$ cat src/rtl/pipeline_controller_pkg.sv
// pipeline_controller_pkg: shared control types and hazard helper for the pipeline controller
package pipeline_controller_pkg;
  localparam int REG_IDX_W = 5;
  typedef enum logic [1:0] {RUN, MEM_WAIT, HALTED, STEP} pipe_ctrl_state_t;
  function automatic logic load_use_hit(input logic rd, input logic [REG_IDX_W-1:0] wr, r1, r2);
    return rd && wr != '0 && (wr == r1 || wr == r2);
  endfunction
endpackage

$ cat src/rtl/pipeline_controller_mem_wait_timer.sv
// mem_wait_timer: counts consecutive freeze cycles; expired flags the MEM_WAIT_MAX-th one
module mem_wait_timer #(
  parameter int MEM_WAIT_MAX = 15
) (
  input  logic clk,
  input  logic rst,
  input  logic count_en,
  input  logic clear,
  output logic expired
);
  localparam int W = $clog2(MEM_WAIT_MAX + 1);
  logic [W-1:0] count;
  always_ff @(posedge clk) count <= (rst || clear) ? '0 : count_en ? count + 1'b1 : count;
  assign expired = count_en && count == W'(MEM_WAIT_MAX - 1);
endmodule

$ cat src/rtl/pipeline_controller.sv
// pipeline_controller: stall/flush/halt control for a 5-stage pipeline
// PIPE_CTRL_PERF_EN adds stall_count and flush_count performance counters.
module pipeline_controller
  import pipeline_controller_pkg::*;
#(
  parameter int MEM_WAIT_MAX = 15
) (
  input  logic                 clk,
  input  logic                 rst,
  input  logic                 mem_do_read_ctrl_ex,
  input  logic [REG_IDX_W-1:0] wr_reg_idx_ex,
  input  logic [REG_IDX_W-1:0] r1_reg_idx_id,
  input  logic [REG_IDX_W-1:0] r2_reg_idx_id,
  input  logic                 branch_taken_ex,
  input  logic                 dmem_req_mem,
  input  logic                 dmem_ready,
  input  logic                 halt_req,
  input  logic                 step_req,
  input  logic                 resume_req,
  output logic                 pc_enable,
  output logic                 if_id_enable,
  output logic                 if_id_clear,
  output logic                 id_ex_enable,
  output logic                 id_ex_clear,
  output logic                 ex_mem_enable,
  output logic                 ex_mem_clear,
  output logic                 mem_wb_enable,
  output logic                 mem_wb_clear,
  output logic                 halted,
  output logic                 mem_timeout
`ifdef PIPE_CTRL_PERF_EN
  ,
  output logic [31:0]          stall_count,
  output logic [31:0]          flush_count
`endif
);
  pipe_ctrl_state_t state;
  logic active, freeze, go, flush, hazard, stall, expired, halt_after, lu_q;
  assign active = !rst && state != HALTED;
  assign freeze = active && dmem_req_mem && !dmem_ready;
  assign go = active && !freeze;
  assign flush = go && branch_taken_ex;
  // lu_q masks the hazard for the cycle after a bubble so a stall never exceeds one cycle
  assign hazard = load_use_hit(mem_do_read_ctrl_ex, wr_reg_idx_ex, r1_reg_idx_id, r2_reg_idx_id) && !lu_q;
  assign stall = go && !branch_taken_ex && hazard;
  assign pc_enable = go && !stall;
  assign if_id_enable = go && !stall;
  assign if_id_clear = rst || flush;
  assign id_ex_enable = go;
  assign id_ex_clear = rst || flush || stall;
  assign ex_mem_enable = go;
  assign ex_mem_clear = rst;
  assign mem_wb_enable = go;
  assign mem_wb_clear = rst;
  assign halted = !rst && state == HALTED;
  mem_wait_timer #(.MEM_WAIT_MAX(MEM_WAIT_MAX)) u_timer (
    .clk(clk),
    .rst(rst),
    .count_en(freeze),
    .clear(!freeze),
    .expired(expired)
  );
  always_ff @(posedge clk) begin
    if (rst) begin
      state <= RUN;
      halt_after <= 1'b0;
      lu_q <= 1'b0;
      mem_timeout <= 1'b0;
    end else begin
      lu_q <= freeze ? lu_q : stall;
      if (expired) mem_timeout <= 1'b1;
      if (freeze) begin
        state <= expired ? HALTED : MEM_WAIT;
        halt_after <= (state == MEM_WAIT && halt_after) || state == STEP || halt_req;
      end else begin
        halt_after <= 1'b0;
        unique case (state)
          RUN:      state <= halt_req ? HALTED : RUN;
          MEM_WAIT: state <= (halt_after || halt_req) ? HALTED : RUN;
          STEP:     state <= HALTED;
          HALTED:   state <= resume_req ? RUN : step_req ? STEP : HALTED;
        endcase
      end
    end
  end
`ifdef PIPE_CTRL_PERF_EN
  always_ff @(posedge clk) begin
    stall_count <= rst ? '0 : stall_count + 32'(freeze || stall);
    flush_count <= rst ? '0 : flush_count + 32'(flush);
  end
`endif
endmodule

$ cat config.mk
export PLATFORM = sky130hd
export DESIGN_NAME = pipeline_controller
export DESIGN_NICKNAME = d
export VERILOG_FILES = /design/src/rtl/pipeline_controller_pkg.sv /design/src/rtl/pipeline_controller_mem_wait_timer.sv /design/src/rtl/pipeline_controller.sv
export SDC_FILE = /design/constraint.sdc
export NUM_CORES = 1
export LEC_CHECK = 0
export ABC_CLOCK_PERIOD_IN_PS = 3600
export CORE_MARGIN = 1.5
export CORE_UTILIZATION = 40
export CTS_CLUSTER_SIZE = 12
export DETAILED_ROUTE_END_ITERATION = 12
export PLACE_DENSITY = 0.84
export RECOVER_POWER = 25
export SLEW_MARGIN = 20
export SYNTH_ARGS = -nofsm -noshare
export SYNTH_HDL_FRONTEND = slang
export SYNTH_HIERARCHICAL = 1
export SYNTH_SLANG_ARGS = --single-unit
$ cat constraint.sdc
create_clock -name clk -period 3.6 [get_ports clk]
set_input_delay 0.54 -clock clk [delete_from_list [all_inputs] [get_ports clk]]
set_output_delay 0.54 -clock clk [all_outputs]
set_load 0.02 [all_outputs]
Yosys cells after proc, flatten, opt, wreduce, memory -nomap -nowiden
Cells that the tools add are included.

Register bits after elaboration: 9. Input port bits: 24. Logic and storage cells: 51.

Add/subtract/negate cells: 1. Eq/ne operators: 7. Mux-type cells: 7. Bitwise logic cells: 1. Reductions and logical operators: 30.

Operators by type and width (count): 1-bit logical AND (14); 5-bit equality test (2); 2-bit two-way mux (5); 2-bit one-hot mux with 4 select lines (1); 1-bit logical OR (7); 1-bit zero test (6); 5-bit nonzero test (1); 4-bit by 1-bit adder with 4-bit output, second input constant (1); 2-bit equality test, second input constant (2); 4-bit equality test, second input constant (1); 2-bit by 1-bit equality test with 1-bit output, second input constant (1); 2-bit zero test (1); 2-bit inequality test, second input constant (1); 2-bit OR reduction (1); 1-bit two-way mux (1); 1-bit NOT (1).

Depth between registers and ports, before layout
Gate-level depths: netlist of the first run.

Depth in word-level cells: 10. Gate-level depth with buffers: 7.

Modules after synthesis
The synthesis of the first run kept the hierarchy.

By module, submodules not included: pipeline_controller (times used 1, cells an instance 56, area each 439.2 µm², sequential area each 100.1 µm²); mem_wait_timer (times used 1, cells an instance 19, area each 201.4 µm², sequential area each 80.1 µm²).

Worst setup path after synthesis of the first run
No wires, ideal clock.

Path type: input-to-output. Start point: in dmem_req_mem. End point: out pc_enable. Data arrival time: 1820 ps. Slack: 1240 ps. Cell stages on the path: 5. Path buffers: 1. Cells stage by stage: nor2b_1 -> nor3_2 -> nand4_1 -> o21a_1 -> buf_4.

Longest elaborated chain between the ends: 8.

Ends and longest elaborated chain: from (decl) (RTL line pipeline_controller.sv:15) `input logic dmem_req_mem,`; 1-bit logical AND (*) (2 in a row) (RTL line pipeline_controller.sv:40) `assign freeze = active && dmem_req_mem && !dmem_ready;`; 1-bit zero test (*) (RTL line pipeline_controller.sv:41) `assign go = active && !freeze;`; 1-bit logical AND (*) (RTL line pipeline_controller.sv:41); net ex_mem_enable (RTL line pipeline_controller.sv:25) `output logic ex_mem_enable,`; 1-bit logical AND (2 in a row) (RTL line pipeline_controller.sv:45) `assign stall = go && !branch_taken_ex && hazard;`; 1-bit zero test; 1-bit logical AND (*); to (decl) (RTL line pipeline_controller.sv:20) `output logic pc_enable,`.

Mark *: on every way through the listed nets, which the timed path passes. The rest lies on a longest branch.

Final worst setup path of the first run
Start point: in rst. End point: out id_ex_clear.

Longest elaborated chain between the ends: 9. Elaborated cells on any way between the ends: 11.

Ends and longest elaborated chain: from (decl) (RTL line pipeline_controller.sv:9) `input logic rst,`; 1-bit zero test (RTL line pipeline_controller.sv:39) `assign active = !rst && state != HALTED;`; 1-bit logical AND (RTL line pipeline_controller.sv:39); 1-bit logical AND (2 in a row) (RTL line pipeline_controller.sv:40); 1-bit zero test (RTL line pipeline_controller.sv:41); 1-bit logical AND (RTL line pipeline_controller.sv:41); 1-bit logical AND, on equally long branches (RTL line pipeline_controller.sv:42, pipeline_controller.sv:45); 1-bit logical OR / 1-bit logical AND (equally long branches) (RTL line pipeline_controller.sv:50, pipeline_controller.sv:45); 1-bit logical OR (*) (RTL line pipeline_controller.sv:50) `assign id_ex_clear = rst || flush || stall;`; to (decl) (RTL line pipeline_controller.sv:24) `output logic id_ex_clear,`.

Every way passes the cells marked *; elsewhere a longest branch is shown, timed or not.

==> impl_metrics.toml, run 1 <==
[grt]
grt_pass1_vias = 572
grt_pass1_wl_um = 2270
track_usage_pct = 16.42
grt.overflow.total = 0
grt_max_degree = 14
antenna_found_initial = 0

[floorplanning]
fp-row-count = 14
core_mm2 = 0.001506
start_util_pct = 42.52
dieArea_mm2 = 0.001851
die_h_um = 43.02
die_w_um = 43.02
ios = 35

[power_and_ir_drop]
finalPower_uw = 262.8
power_density_mw_per_mm2 = 268.6
ir_drop_mv = 0.1371
p_leak_uw = 0.0003703

[cts]
cts_setup_buffers = 0
worstSkewPairLatency_ns = 0.25
ctsResizeCount = 0
clockRootBuffer = "clkbuf_4"
cts_buffers = 3
h-tree-depth = 1
clk_pin_slew_ns = 0.06
cts_max_path_buffers = 2
cts_tree = "done"
clock_sinks = 9
postCtsHoldBufs = 0

[synth]
netlist_top_cells_area = "dfxtp_1 (28%), xor2_1 (14%), buf_4 (5.9%)"
synth-seq-cells = 9
yosysUniqueCellTypes = 32
ys_warn_count = 6
postSynthCellCount = 75
syn_area_um2 = 640.6
yosys.area.top_type = "dfxtp_1"
syn_avg_cell_area_um2 = 8.542
syn-num-nets = 101
yosys.area.top_type_share_pct = 28.13
synth-seq-area-share_pct = 28.13

[sta]
worst_pin_slew_ns = 0.5433
layout_min_cycle_time_ns = 3.017
fin_setup_tns_ns = 0
setup_ws_ns = 0.5833
finalMaxSlewViolations = 0
post-route-period-util_pct = 83.80
finalHoldViolCount = 0
setup_viol = 0
slew_headroom_pct = 63.78
fin_hold_ws_ns = 0.4487
fmax_ghz = 0.3315
clock_skew_ns = 0.0008855
rsz0062_at_grt = "false"

[place]
dpl_cell_area_um2 = 959.7
gp_congestion = 0.6842
dpl_worst_slack_ns = 0.6355
hpwl_um = 1068
io_buffers = 34

[worst_setup_path]
r2r_end = "state[0]"
cp.required_ns = 3.06
reg2reg_slack_ns = 1.71
r2r-start = "state[1]"
critical-path-max-stage-delay_ns = 0.62
crit_path_start_kind = "input port"
setup.worst_path.class = "in2out"
crit_slowest_cell = "clkdlybuf4s50_1"
cp_max_fo = 6
arrival_ns = 2.48
crit_path_cell_trace = "dlygate4sd3_1 > nor3_2 > nand4_1 > o21bai_1 > clkdlybuf4s50_1"
r2r_cells = 6
worstSetupEndpointType = "primary output"

[final_layout]
syn_to_final_growth_pct = 52.73
design_area_um2 = 978.4
nets = 135
drive_above_1_share_pct = 8.333
diodes = 0

[flow_run]
max_cap_violations = 0

[route]
first_pass_iters = 4
viasPerCell = 5.065
drt_wl_total_um = 1291
wl_per_cell_um = 10.41
drc = 0
drtIter0Drc = 4
ant_nets = 0
via_count = 628

[hold_path]
min_path_cells = 2
worst_hold_startpoint = "lu_q"
hold_path_class = "reg2reg"
hold_end = "lu_q"

[run_status]
status = "completed"
[metal layers]
layer / vias to the layer above / track usage (%) / wire length, µm
met4: 0 / 10.91 / 13
li1: 324 / - / -
met5: - / 0 / 0
met1: 276 / 17.40 / 506
met2: 26 / 29.70 / 696
met3: 2 / 2.128 / 74
[registers in the layout, indices dropped and copies added (netlist names)]
| name | count |
|---|---|
| lu_q | 1 |
| mem_timeout | 1 |
| halt_after | 1 |
| u_timer/count | 4 |
| state | 2 |
[through the flow]
step | std cells | util, %
after floorplan | 75 | -
after CTS | 124 | 65.45
final | 124 | 64.95
after global routing | 124 | 64.95
after global placement | 120 | 63.70
after detailed placement | 120 | 63.70
[logic make-up after synthesis]
group                    count (synthesis)  synth area share [%]
AND/OR/NAND/NOR                         29                 26.17
AO/OA/AOI/OAI                           14                 14.84
XOR/XNOR                                11                 15.04
buffers and inverters                    9                 10.16
flip-flops                               9                 28.12
adder cells (fa/ha/maj)                  2                 3.906
multiplexers                             1                 1.758
[worst max-delay path by stage]
stage                     slack (ns)          from     endpoint
after floorplan                 1.24  dmem_req_mem    pc_enable
after global placement          0.67  dmem_req_mem  id_ex_clear
after detailed placement        0.64  dmem_req_mem  id_ex_clear
after CTS                       0.64  dmem_req_mem  id_ex_clear
after global routing            0.48           rst  id_ex_clear
final                           0.58           rst  id_ex_clear
[layout make-up]
type	count	area (µm²)
flip-flops and latches	9	180.2
inverters	3	12.51
repair buffers	35	344.1
multi-input cells	57	395.4
fillers	135	528.0
clock buffers	4	26.28
well taps	16	20.02
[power breakdown]
part / total [µW] / switching, µW / internal (µW) / leakage, µW
clock network: 74.0 / 31.5 / 42.5 / 0.0000150
logic: 85.5 / 36.4 / 49.1 / 0.000282
registers: 103 / 1.67 / 102 / 0.0000729
total: 263 / 69.6 / 193 / 0.000370
[placed cells by master (no fill, tap or decap)]
| cell | Yosys | routed |
|---|---|---|
| clkdlybuf4s50_1 | 0 | 32 |
| xor2_1 | 10 | 10 |
| dfxtp_1 | 9 | 9 |
| nor2_1 | 7 | 7 |
| nor3_1 | 5 | 5 |
| nand2_1 | 4 | 4 |
| a21oi_1 | 3 | 3 |
| clkbuf_4 | 0 | 3 |
| nor2b_1 | 2 | 2 |
| nand4_1 | 2 | 2 |
| inv_1 | 2 | 2 |
| o21ai_1 | 2 | 2 |
| nand3b_1 | 2 | 2 |
| a211oi_1 | 2 | 2 |
| clkbuf_1 | 0 | 2 |
| dlygate4sd3_1 | 0 | 2 |
| ha_1 | 2 | 2 |
| nand2b_1 | 1 | 1 |
| nor2b_4 | 1 | 1 |
| or3_1 | 1 | 1 |
| clkinvlp_2 | 0 | 1 |
| nor3_2 | 1 | 1 |
| a22oi_1 | 1 | 1 |
| o21a_1 | 1 | 1 |
| a21o_1 | 1 | 1 |
| o21bai_1 | 1 | 1 |
| o21ai_0 | 1 | 1 |
| and2b_1 | 1 | 1 |
| and4_2 | 1 | 1 |
| a2111oi_1 | 1 | 1 |
| xnor2_1 | 1 | 1 |
| a21bo_2 | 1 | 1 |
| nor3b_1 | 1 | 1 |
| mux2_2 | 1 | 1 |
[synth_stat cells, drive strengths merged]
cell type  instances
a21oi              3
a21o               1
inv                2
a21bo              1
nand3b             2
a2111oi            1
a211oi             2
nor2               7
nand2              4
or3                1
nand2b             1
dfxtp              9
and2b              1
nor3               6
buf                6
nand4              2
xnor2              1
clkinv             1
mux2               1
nor2b              3
nor3b              1
ha                 2
o21a               1
a22oi              1
o21bai             1
o21ai              3
and4               1
xor2              10
[critical path: cells and delay by family]
family | cells | cell delay (ns)
AO/OA/AOI/OAI | 1 | 0.16
buffers and inverters | 2 | 1.20
AND/OR/NAND/NOR | 2 | 0.58
(Power assumes the default switching activity.)
==> run 2: changes to the inputs <==
--- a/config.mk
+++ b/config.mk
@@ -5,12 +5,12 @@
 export SDC_FILE = /design/constraint.sdc
 export NUM_CORES = 1
 export LEC_CHECK = 0
-export ABC_CLOCK_PERIOD_IN_PS = 3600
+export ABC_CLOCK_PERIOD_IN_PS = 2500
 export CORE_MARGIN = 1.5
-export CORE_UTILIZATION = 40
+export CORE_UTILIZATION = 34
 export CTS_CLUSTER_SIZE = 12
 export DETAILED_ROUTE_END_ITERATION = 12
-export PLACE_DENSITY = 0.84
+export PLACE_DENSITY = 0.77
 export RECOVER_POWER = 25
 export SLEW_MARGIN = 20
 export SYNTH_ARGS = -nofsm -noshare
==> constraint.sdc (replaced) <==
create_clock -name clk -period 2.5 [get_ports clk]
set_input_delay 0.375 -clock clk [delete_from_list [all_inputs] [get_ports clk]]
set_output_delay 0.375 -clock clk [all_outputs]
set_load 0.02 [all_outputs]
==> impl_metrics.toml, run 2 (synthesized netlist as in run 1, its figures left out) <==
[cts]
clk_pin_slew_ns = 0.06
clockRootBuffer = "clkbuf_4"
cts_max_path_buffers = 2
cts_buffers = 3
cts_tree = "done"
clock_sinks = 9
cts_setup_buffers = 0
worstSkewPairLatency_ns = 0.25
h-tree-depth = 1

[sta]
clock_skew_ns = 0.001949
fin_hold_ws_ns = 0.4515
finalHoldViolCount = 0
post-route-period-util_pct = 95.51
setup_ws_ns = 0.1122
slew_headroom_pct = 76.96
finalMaxSlewViolations = 0
layout_min_cycle_time_ns = 2.388
rsz0062_at_grt = "false"
worst_pin_slew_ns = 0.3456
setup_viol = 0
fmax_ghz = 0.4188

[final_layout]
reg_top3 = "u_timer/count (4), state (2)"
regArea_um2 = 180.2
mostFrequentLayoutCells = "clkdlybuf4s50_1 (29), xor2_1 (10), dfxtp_1 (9)"
nets = 139
syn_to_final_growth_pct = 58.59
multi_input_comb_area_um2 = 395.4
n_fill_cell = 165
regMostFlops = "u_timer/count"
final_core_util_pct = 58.21
drive_above_1_share_pct = 11.61
final_common_cell = "clkdlybuf4s50_1"
diodes = 0
design_area_mm2 = 0.001016
largest_register_ffs = 4

[worst_setup_path]
crit_slowest_cell = "clkdlybuf4s50_1"
crit_path_cell_trace = "dlygate4sd3_1 > nor3_2 > buf_4 > a21o_1 > clkdlybuf4s50_1"
cp.required_ns = 2.12
path_buf_inv = 3
worstSetupEndpointType = "primary output"
setup.worst_path.class = "in2out"
cp_max_fo = 6
crit_path_start_kind = "input port"
arrival_ns = 2.01
critical-path-max-stage-delay_ns = 0.61
crit_family = "buffers and inverters"

[route]
wl_met2_um = 709
met3RoutedLength_um = 89
drt-met1-wl_um = 547
drtIter0Drc = 6
drc = 0
wl_per_cell_um = 9.825
via_count = 639
ant_nets = 0
first_pass_iters = 4
drt_wl_total_um = 1346
top_layer_used = "met3"
viasPerCell = 4.664

[grt]
grt_max_degree = 14
grt_pass1_vias = 546
grt_pass1_wl_um = 2035
track_usage_pct = 13.56
grt.overflow.total = 0
antenna_found_initial = 0

[power_and_ir_drop]
seqPwrFrac_pct = 39.2
power_density_mw_per_mm2 = 373.6
switching_share_pct = 26.32
p_clk_share_pct = 27.8
p_leak_uw = 0.0003958
combPwrFrac_pct = 33.0
power.switching_uw = 99.89
finalPower_uw = 379.6
ir_drop_mv = 0.2055
p_int_uw = 279.7

[floorplanning]
core_mm2 = 0.001745
die_h_um = 46.41
start_util_pct = 36.70
dieArea_mm2 = 0.002153
die_w_um = 46.41
ios = 35
fp-row-count = 15

[place]
io_buffers = 34
gp_congestion = 0.6766
dpl_worst_slack_ns = -0.08935
hpwl_um = 1141
dpl_cell_area_mm2 = 0.001001

[hold_path]
hold_path_class = "reg2reg"

[run_status]
status = "completed"

[flow_run]
max_cap_violations = 0
[run 2: changes by cell type in the layout (fill, tap and decap cells not counted)]
| cell | previous run | this run |
|---|---|---|
| buf_4 | 0 | 4 |
| dlygate4sd2_1 | 0 | 3 |
| clkdlybuf4s50_1 | 32 | 29 |
[run 2: final timing paths]
kind / cells past startpoint / slack, ns / endpoint / from
worst max-delay path: 5 / 0.11 / if_id_clear / rst
worst min-delay path: 2 / 0.45 / lu_q / lu_q
worst max register to register: 6 / 0.82 / state[0] / state[0]
worst min register to register: 2 / 0.45 / lu_q / lu_q
[run 2: power groups by stage]
stage	Sequential, µW	Combinational (µW)	Clock (µW)
floorplan	151	62.2	0
global placement	152	129	0
detailed placement	152	131	0
CTS	149	128	113
global route	149	136	123
finish	149	125	106
[run 2: metrics by stage]
step / instances / setup TNS (ns)
2_1_floorplan: 75 / 0
3_3_place_gp: 133 / -0.1194
3_5_place_dp: 133 / -0.2246
4_1_cts: 137 / 0
5_1_grt: 137 / 0
6_report: 137 / 0
[run 2: repair_timing]
item	CTS	global route
hold buffers	0	0
resized for setup	3	0
endpoints found under the setup margin	3	0
[run 2: routing by layer]
layer  up-vias  GRT usage, %
li1        332             -
met2        26         25.56
met3         0         4.706
met4         0         5.143
met1       281         13.29
met5         -             0
[run 2: worst register-to-register path, cell delays in order (launching register included)]
cell and delay, ns:
dfxtp_1 0.40, nor2b_4 0.07, or3_1 0.34, clkinvlp_2 0.25, and4_2 0.30, o21ai_1 0.07
and2b_1 0.15
[run 2: area by class of cell]
cell class,instances,area share (%)
well taps,25,3.079
clock buffers,4,2.586
multi-input cells,57,38.92
flip-flops and latches,9,17.73
inverters,3,1.232
repair buffers,39,36.45
